--- src/rtl/bit_demux_rx_pkg.sv ---
// Shared constants for the bit_demux_rx serial channel demultiplexer:
// FSM state encoding, frame marker bits and the channel count.
package bit_demux_rx_pkg;

  localparam logic [2:0] ST_IDLE = 3'd0;
  localparam logic [2:0] ST_SEL  = 3'd1;
  localparam logic [2:0] ST_DATA = 3'd2;
  localparam logic [2:0] ST_PAR  = 3'd3;
  localparam logic [2:0] ST_STOP = 3'd4;

  localparam logic START_BIT = 1'b1;
  localparam logic STOP_BIT  = 1'b0;

  localparam int NUM_CH = 4;

endpackage

--- src/rtl/bit_demux_shreg.sv ---
// Enabled left-shift register with synchronous reset; new bits enter at the LSB,
// so a payload sent MSB first lands in natural bit order.
module bit_demux_shreg
  import bit_demux_rx_pkg::*;
#(
  parameter int DATA_W = 4
) (
  input  logic              clk,
  input  logic              reset,
  input  logic              en,
  input  logic              din,
  output logic [DATA_W-1:0] q
);

  always_ff @(posedge clk) begin
    if (reset) begin
      q <= '0;
    end else if (en) begin
      q <= {q[DATA_W-2:0], din};
    end
  end

endmodule

--- src/rtl/bit_demux_rx.sv ---
// Serial frame receiver that routes a DATA_W payload to one of four channel
// registers. Define BIT_DEMUX_PARITY_EN to add an even-parity bit before stop.
//
// state | meaning
// IDLE  | waiting for a qualified start bit
// SEL   | receiving channel select S1 then S0
// DATA  | shifting payload bits, MSB first
// PAR   | receiving parity bit (BIT_DEMUX_PARITY_EN only)
// STOP  | receiving stop bit; commit payload or flag error
module bit_demux_rx
  import bit_demux_rx_pkg::*;
#(
  parameter int DATA_W = 4
) (
  input  logic              clk,
  input  logic              reset,
  input  logic              din,
  input  logic              din_valid,
  output logic [DATA_W-1:0] ch0_q,
  output logic [DATA_W-1:0] ch1_q,
  output logic [DATA_W-1:0] ch2_q,
  output logic [DATA_W-1:0] ch3_q,
  output logic [NUM_CH-1:0] ch_update,
  output logic              frame_err,
  output logic              busy
);

  localparam int CNT_W = $clog2(DATA_W);

  logic [2:0]        state;
  logic [1:0]        sel;
  logic              sel_phase;
  logic [CNT_W-1:0]  bit_cnt;
  logic [DATA_W-1:0] payload;
  logic              shift_en;
  logic              stop_ok;

`ifdef BIT_DEMUX_PARITY_EN
  logic parity;
  logic par_err;
`endif

  assign busy     = (state != ST_IDLE);
  assign shift_en = din_valid && (state == ST_DATA);

`ifdef BIT_DEMUX_PARITY_EN
  assign stop_ok = (din == STOP_BIT) && !par_err;
`else
  assign stop_ok = (din == STOP_BIT);
`endif

  bit_demux_shreg #(.DATA_W(DATA_W)) u_shreg (
    .clk   (clk),
    .reset (reset),
    .en    (shift_en),
    .din   (din),
    .q     (payload)
  );

  // Bit counter runs down from DATA_W-1; terminal count 0 ends the payload.
  always_ff @(posedge clk) begin
    if (reset) begin
      state     <= ST_IDLE;
      sel       <= '0;
      sel_phase <= 1'b0;
      bit_cnt   <= '0;
      ch0_q     <= '0;
      ch1_q     <= '0;
      ch2_q     <= '0;
      ch3_q     <= '0;
      ch_update <= '0;
      frame_err <= 1'b0;
`ifdef BIT_DEMUX_PARITY_EN
      parity    <= 1'b0;
      par_err   <= 1'b0;
`endif
    end else begin
      ch_update <= '0;
      frame_err <= 1'b0;
      if (din_valid) begin
        case (state)
          ST_IDLE: begin
            if (din == START_BIT) begin
              state     <= ST_SEL;
              sel_phase <= 1'b0;
`ifdef BIT_DEMUX_PARITY_EN
              parity    <= 1'b0;
              par_err   <= 1'b0;
`endif
            end
          end
          ST_SEL: begin
`ifdef BIT_DEMUX_PARITY_EN
            parity <= parity ^ din;
`endif
            if (!sel_phase) begin
              sel[1]    <= din;
              sel_phase <= 1'b1;
            end else begin
              sel[0]    <= din;
              sel_phase <= 1'b0;
              bit_cnt   <= CNT_W'(DATA_W - 1);
              state     <= ST_DATA;
            end
          end
          ST_DATA: begin
`ifdef BIT_DEMUX_PARITY_EN
            parity <= parity ^ din;
`endif
            if (bit_cnt == '0) begin
`ifdef BIT_DEMUX_PARITY_EN
              state <= ST_PAR;
`else
              state <= ST_STOP;
`endif
            end else begin
              bit_cnt <= bit_cnt - 1'b1;
            end
          end
`ifdef BIT_DEMUX_PARITY_EN
          // Mismatch is held until the stop bit so both error kinds share latency.
          ST_PAR: begin
            par_err <= (din != parity);
            state   <= ST_STOP;
          end
`endif
          ST_STOP: begin
            state <= ST_IDLE;
            if (stop_ok) begin
              ch_update <= NUM_CH'(1) << sel;
              case (sel)
                2'd0:    ch0_q <= payload;
                2'd1:    ch1_q <= payload;
                2'd2:    ch2_q <= payload;
                default: ch3_q <= payload;
              endcase
            end else begin
              frame_err <= 1'b1;
            end
          end
          default: state <= ST_IDLE;
        endcase
      end
    end
  end

endmodule

--- config.mk ---
export PLATFORM = sky130hd
export DESIGN_NAME = bit_demux_rx
export DESIGN_NICKNAME = d
export VERILOG_FILES = /design/src/rtl/bit_demux_rx_pkg.sv /design/src/rtl/bit_demux_shreg.sv /design/src/rtl/bit_demux_rx.sv
export SDC_FILE = /design/constraint.sdc
export NUM_CORES = 1
export LEC_CHECK = 0
export CAP_MARGIN = 25
export CORE_ASPECT_RATIO = 1.1
export CORE_MARGIN = 1
export CORE_UTILIZATION = 50
export CTS_CLUSTER_DIAMETER = 40
export DETAILED_ROUTE_END_ITERATION = 10
export PLACE_DENSITY = 0.77
export SYNTH_ARGS = -nofsm -noshare
export SYNTH_HDL_FRONTEND = slang
export SYNTH_SLANG_ARGS = --single-unit
--- constraint.sdc ---
create_clock -name clk -period 2.1 [get_ports clk]
set_input_delay 0.42 -clock clk [delete_from_list [all_inputs] [get_ports clk]]
set_output_delay 0.42 -clock clk [all_outputs]
set_load 0.01 [all_outputs]
==> results of run 1 <==
[worst paths after layout]
kind / end / slack (ns) / cells after the start
max: busy / 0.11 / 2
min: ch3_q[2] / 0.48 / 2
max reg2reg: ch1_q[2] / 0.60 / 4
min reg2reg: ch3_q[2] / 0.48 / 2
[power groups by stage]
stage,combinational (mW),sequential [mW],clock [mW]
3_3_place_gp,0.0556,0.647,0
4_1_cts,0.0564,0.633,0.324
6_report,0.0566,0.633,0.313
5_1_grt,0.0618,0.634,0.351
2_1_floorplan,0.0352,0.647,0
3_5_place_dp,0.0563,0.648,0
[stage by stage]
step	setup WS [ns]	std cells	power, mW	area (um2)	hold slack [ns]
2_1_floorplan	0.690	149	0.682	1420	0.456
3_3_place_gp	0.157	201	0.703	1720	0.465
3_5_place_dp	0.135	201	0.704	1720	0.472
4_1_cts	0.0875	207	1.01	1760	0.488
5_1_grt	0.0325	207	1.05	1760	0.510
6_report	0.106	207	1.00	1760	0.483
[routing by layer]
metal	wire, um	GRT usage	vias up
met5	0	0	-
met4	51	0.0827	0
met3	115	0.0840	5
met2	1350	0.338	27
met1	1260	0.279	537
li1	-	-	576
[flip-flops by register name (all words and copies together), names as in the netlist, 2 cells and up]
| name | cells |
|---|---|
| ch2_q | 4 |
| sel | 2 |
| ch_update | 4 |
| ch3_q | 4 |
| u_shreg.q | 4 |
| ch0_q | 4 |
| ch1_q | 4 |
| state | 3 |
| bit_cnt | 2 |
[cells in the mapped netlist (2+ instances only)]
master                     instances  share of area
sky130_fd_sc_hd__a211oi_1          2          0.011
sky130_fd_sc_hd__nor2b_1          12          0.053
sky130_fd_sc_hd__and3b_1           2          0.012
sky130_fd_sc_hd__clkbuf_1          5          0.013
sky130_fd_sc_hd__dfxtp_1          33           0.46
sky130_fd_sc_hd__nand2_1           2         0.0053
sky130_fd_sc_hd__nor4_1            2         0.0088
sky130_fd_sc_hd__nand3b_1          2          0.011
sky130_fd_sc_hd__a21oi_1           4          0.014
sky130_fd_sc_hd__or4b_4            2          0.019
sky130_fd_sc_hd__nand4_1           2         0.0088
sky130_fd_sc_hd__nor3_1            2         0.0070
sky130_fd_sc_hd__nand2b_1         14          0.062
sky130_fd_sc_hd__clkbuf_2          2         0.0070
sky130_fd_sc_hd__nor3b_1           3          0.016
sky130_fd_sc_hd__nor2_1            8          0.021
sky130_fd_sc_hd__o21ai_0           9          0.032
sky130_fd_sc_hd__inv_1             4          0.011
sky130_fd_sc_hd__or2_4             2          0.012
sky130_fd_sc_hd__mux2i_1          13          0.091
sky130_fd_sc_hd__o21ai_1           8          0.028
sky130_fd_sc_hd__buf_2             2         0.0070
[kinds of logic after synthesis]
| family | count (synthesis) |
|---|---|
| AOI/OAI and AO/OA | 29 |
| muxes | 13 |
| and+or+nand+nor | 59 |
| buffers and inverters | 14 |
| adders and majority gates | 1 |
| DFF | 33 |
[worst max-delay path: cells and delay by family (launching register included)]
kind,cells,cell delay (ns)
buffers and inverters,1,0.48
DFF,1,0.39
and+or+nand+nor,1,0.38
[area by class of cell]
type | instances | share of cell area
flip-flops and latches | 33 | 0.375
repair buffers | 31 | 0.175
well taps | 31 | 0.0220
clock inverters | 1 | 0.00284
multi-input cells | 102 | 0.396
inverters | 4 | 0.00852
clock buffers | 5 | 0.0213
==> results.cfg, run 1 <==
[power_and_ir_drop]
max-vdd-ir-drop_v = 0.000445
power.static_leakage_nw = 0.655
seqPwrFrac = 0.632
comb_power_share = 0.056
internal_power_mw = 0.772
swShare = 0.230
switchingPower_mw = 0.230
clkPwrFrac = 0.312
power.density_cell_area_nw_per_um2 = 569

[clock_tree]
cts.repair_timing.setup_buffer_count = 0
cts_resized = 0
cts_hold_buffers = 0
cts_inserted_buffers = 5
cts_tree = yes
cts.sink_count = 33
clk_pin_slew_ns = 0.09
cts_buffer_depth = 2
htree_levels = 2
clock_latency_ns = 0.33
clock-root-buffer = sky130_fd_sc_hd__clkbuf_4

[logic_synthesis]
synth_compound_area_frac = 0.120
adder_cell_share_of_the_synthesized_area = 0.00880
synth_top_flop_cell = sky130_fd_sc_hd__dfxtp_1
synth_enable_flop_cells = 0
yosys.area_share.xor_xnor = 0
synth_simple_gate_area_share = 0.269
postSynthNetCount = 154
synth-seq-cells = 33
synthMuxAreaShare = 0.0915
sequential_cell_area_fraction_in_the_yosys_report = 0.464
synth_cell_type_count = 36
ys.warnings.count = 0
netlist_area_um2 = 1420
syn-instance-count = 149
dominant_combinational_cell_family_by_area_after_synthesis = simple AND/OR/NAND/NOR gates
postSynthAreaPerCell_um2 = 9.55
synthArstFlopShare = 0

[route]
vias_per_cell = 5.53
drt_iter0_drc = 18
detailroute.via_count = 1145
drt-total-wl_um = 2770
drt.antenna.violating_nets = 0
drt_first_pass_iters = 5
post_route_drc = 0
route.detailed.wl_per_inst_um = 13.4

[critical_path]
critical_path_class = register to primary output
critPathLaunch = state[2]
worstSetupStartpointType = register
path_cells = or3_1, clkdlybuf4s50_1
critPathCaptureType = primary output
timing.critical_path.fanout_max = 9
delay_of_the_slowest_critical_path_stage_ns = 0.48
timing.critical_path.slowest_stage_cell = sky130_fd_sc_hd__clkdlybuf4s50_1
crit_required_ns = 1.68
cp_data_arrival_time_ns = 1.57
critical_path.reg2reg.startpoint = state[0]

[sta]
hold_viol_final = 0
worst-slew-pin-transition_ns = 0.364
rsz_0062_raised_after_global_routing = false
final_max_slew_viol_count = 0
timing.max_slew.rel_slack = 0.757
clock_skew_ns = 0.00963
fin_setup_tns_ns = 0
fin_crit_ns = 1.99
setup_viol = 0
final.period_utilization = 0.949
achievable-frequency_ghz = 0.502

[cells_and_area]
n_antenna_cell = 0
mostFrequentLayoutCells = 33 x sky130_fd_sc_hd__dfxtp_1, 25 x sky130_fd_sc_hd__clkdlybuf4s50_1, 14 x sky130_fd_sc_hd__nand2b_1
final_nets = 182
area_delta_synth_final_pct = 23.8
layout.area.seq_um2 = 661
final_layout_size_suffix_gt1_frac = 0.0966
layout.cells.most_common = sky130_fd_sc_hd__dfxtp_1
final.fill_count = 212
final_core_util = 0.680
multi_input_comb_area_um2 = 697

[global_routing]
grt_antenna_before_repair = 0
gr-usage-all-layers = 0.221
vias_in_the_first_global_route = 1059
grt_max_degree = 38
wire_length_of_the_first_global_routing_pass_um = 4830
grt_overflow_total = 0

[floorplan]
floorplan.die.width_um = 52.9
floorplan.initialDensity = 0.549
core_um2 = 2590
dieHeight_um = 57.9
floorplan.die_area_um2 = 3060
floorplan.io_pins = 26
fp-row-count = 19

[run]
timing.max_cap.violations = 0

[place]
io_buffers = 25
place.gp.congestion = 0.836
dpl.hpwl_um = 2000

[hold_path]
worst_min_path_class = register to register
min-delay-start = ch3_q[2]

[status]
outcome = complete, no violations
No activity file was read; power rests on OpenSTA's default activity.
==> inputs of run 2 (changes only) <==
Settings changed: CTS_BUF_LIST set to sky130_fd_sc_hd__clkbuf_4, SKIP_LAST_GASP set to 1.
==> results of run 2 <==
Same layout as run 1: the final DEF is identical, and so are final timing and power.
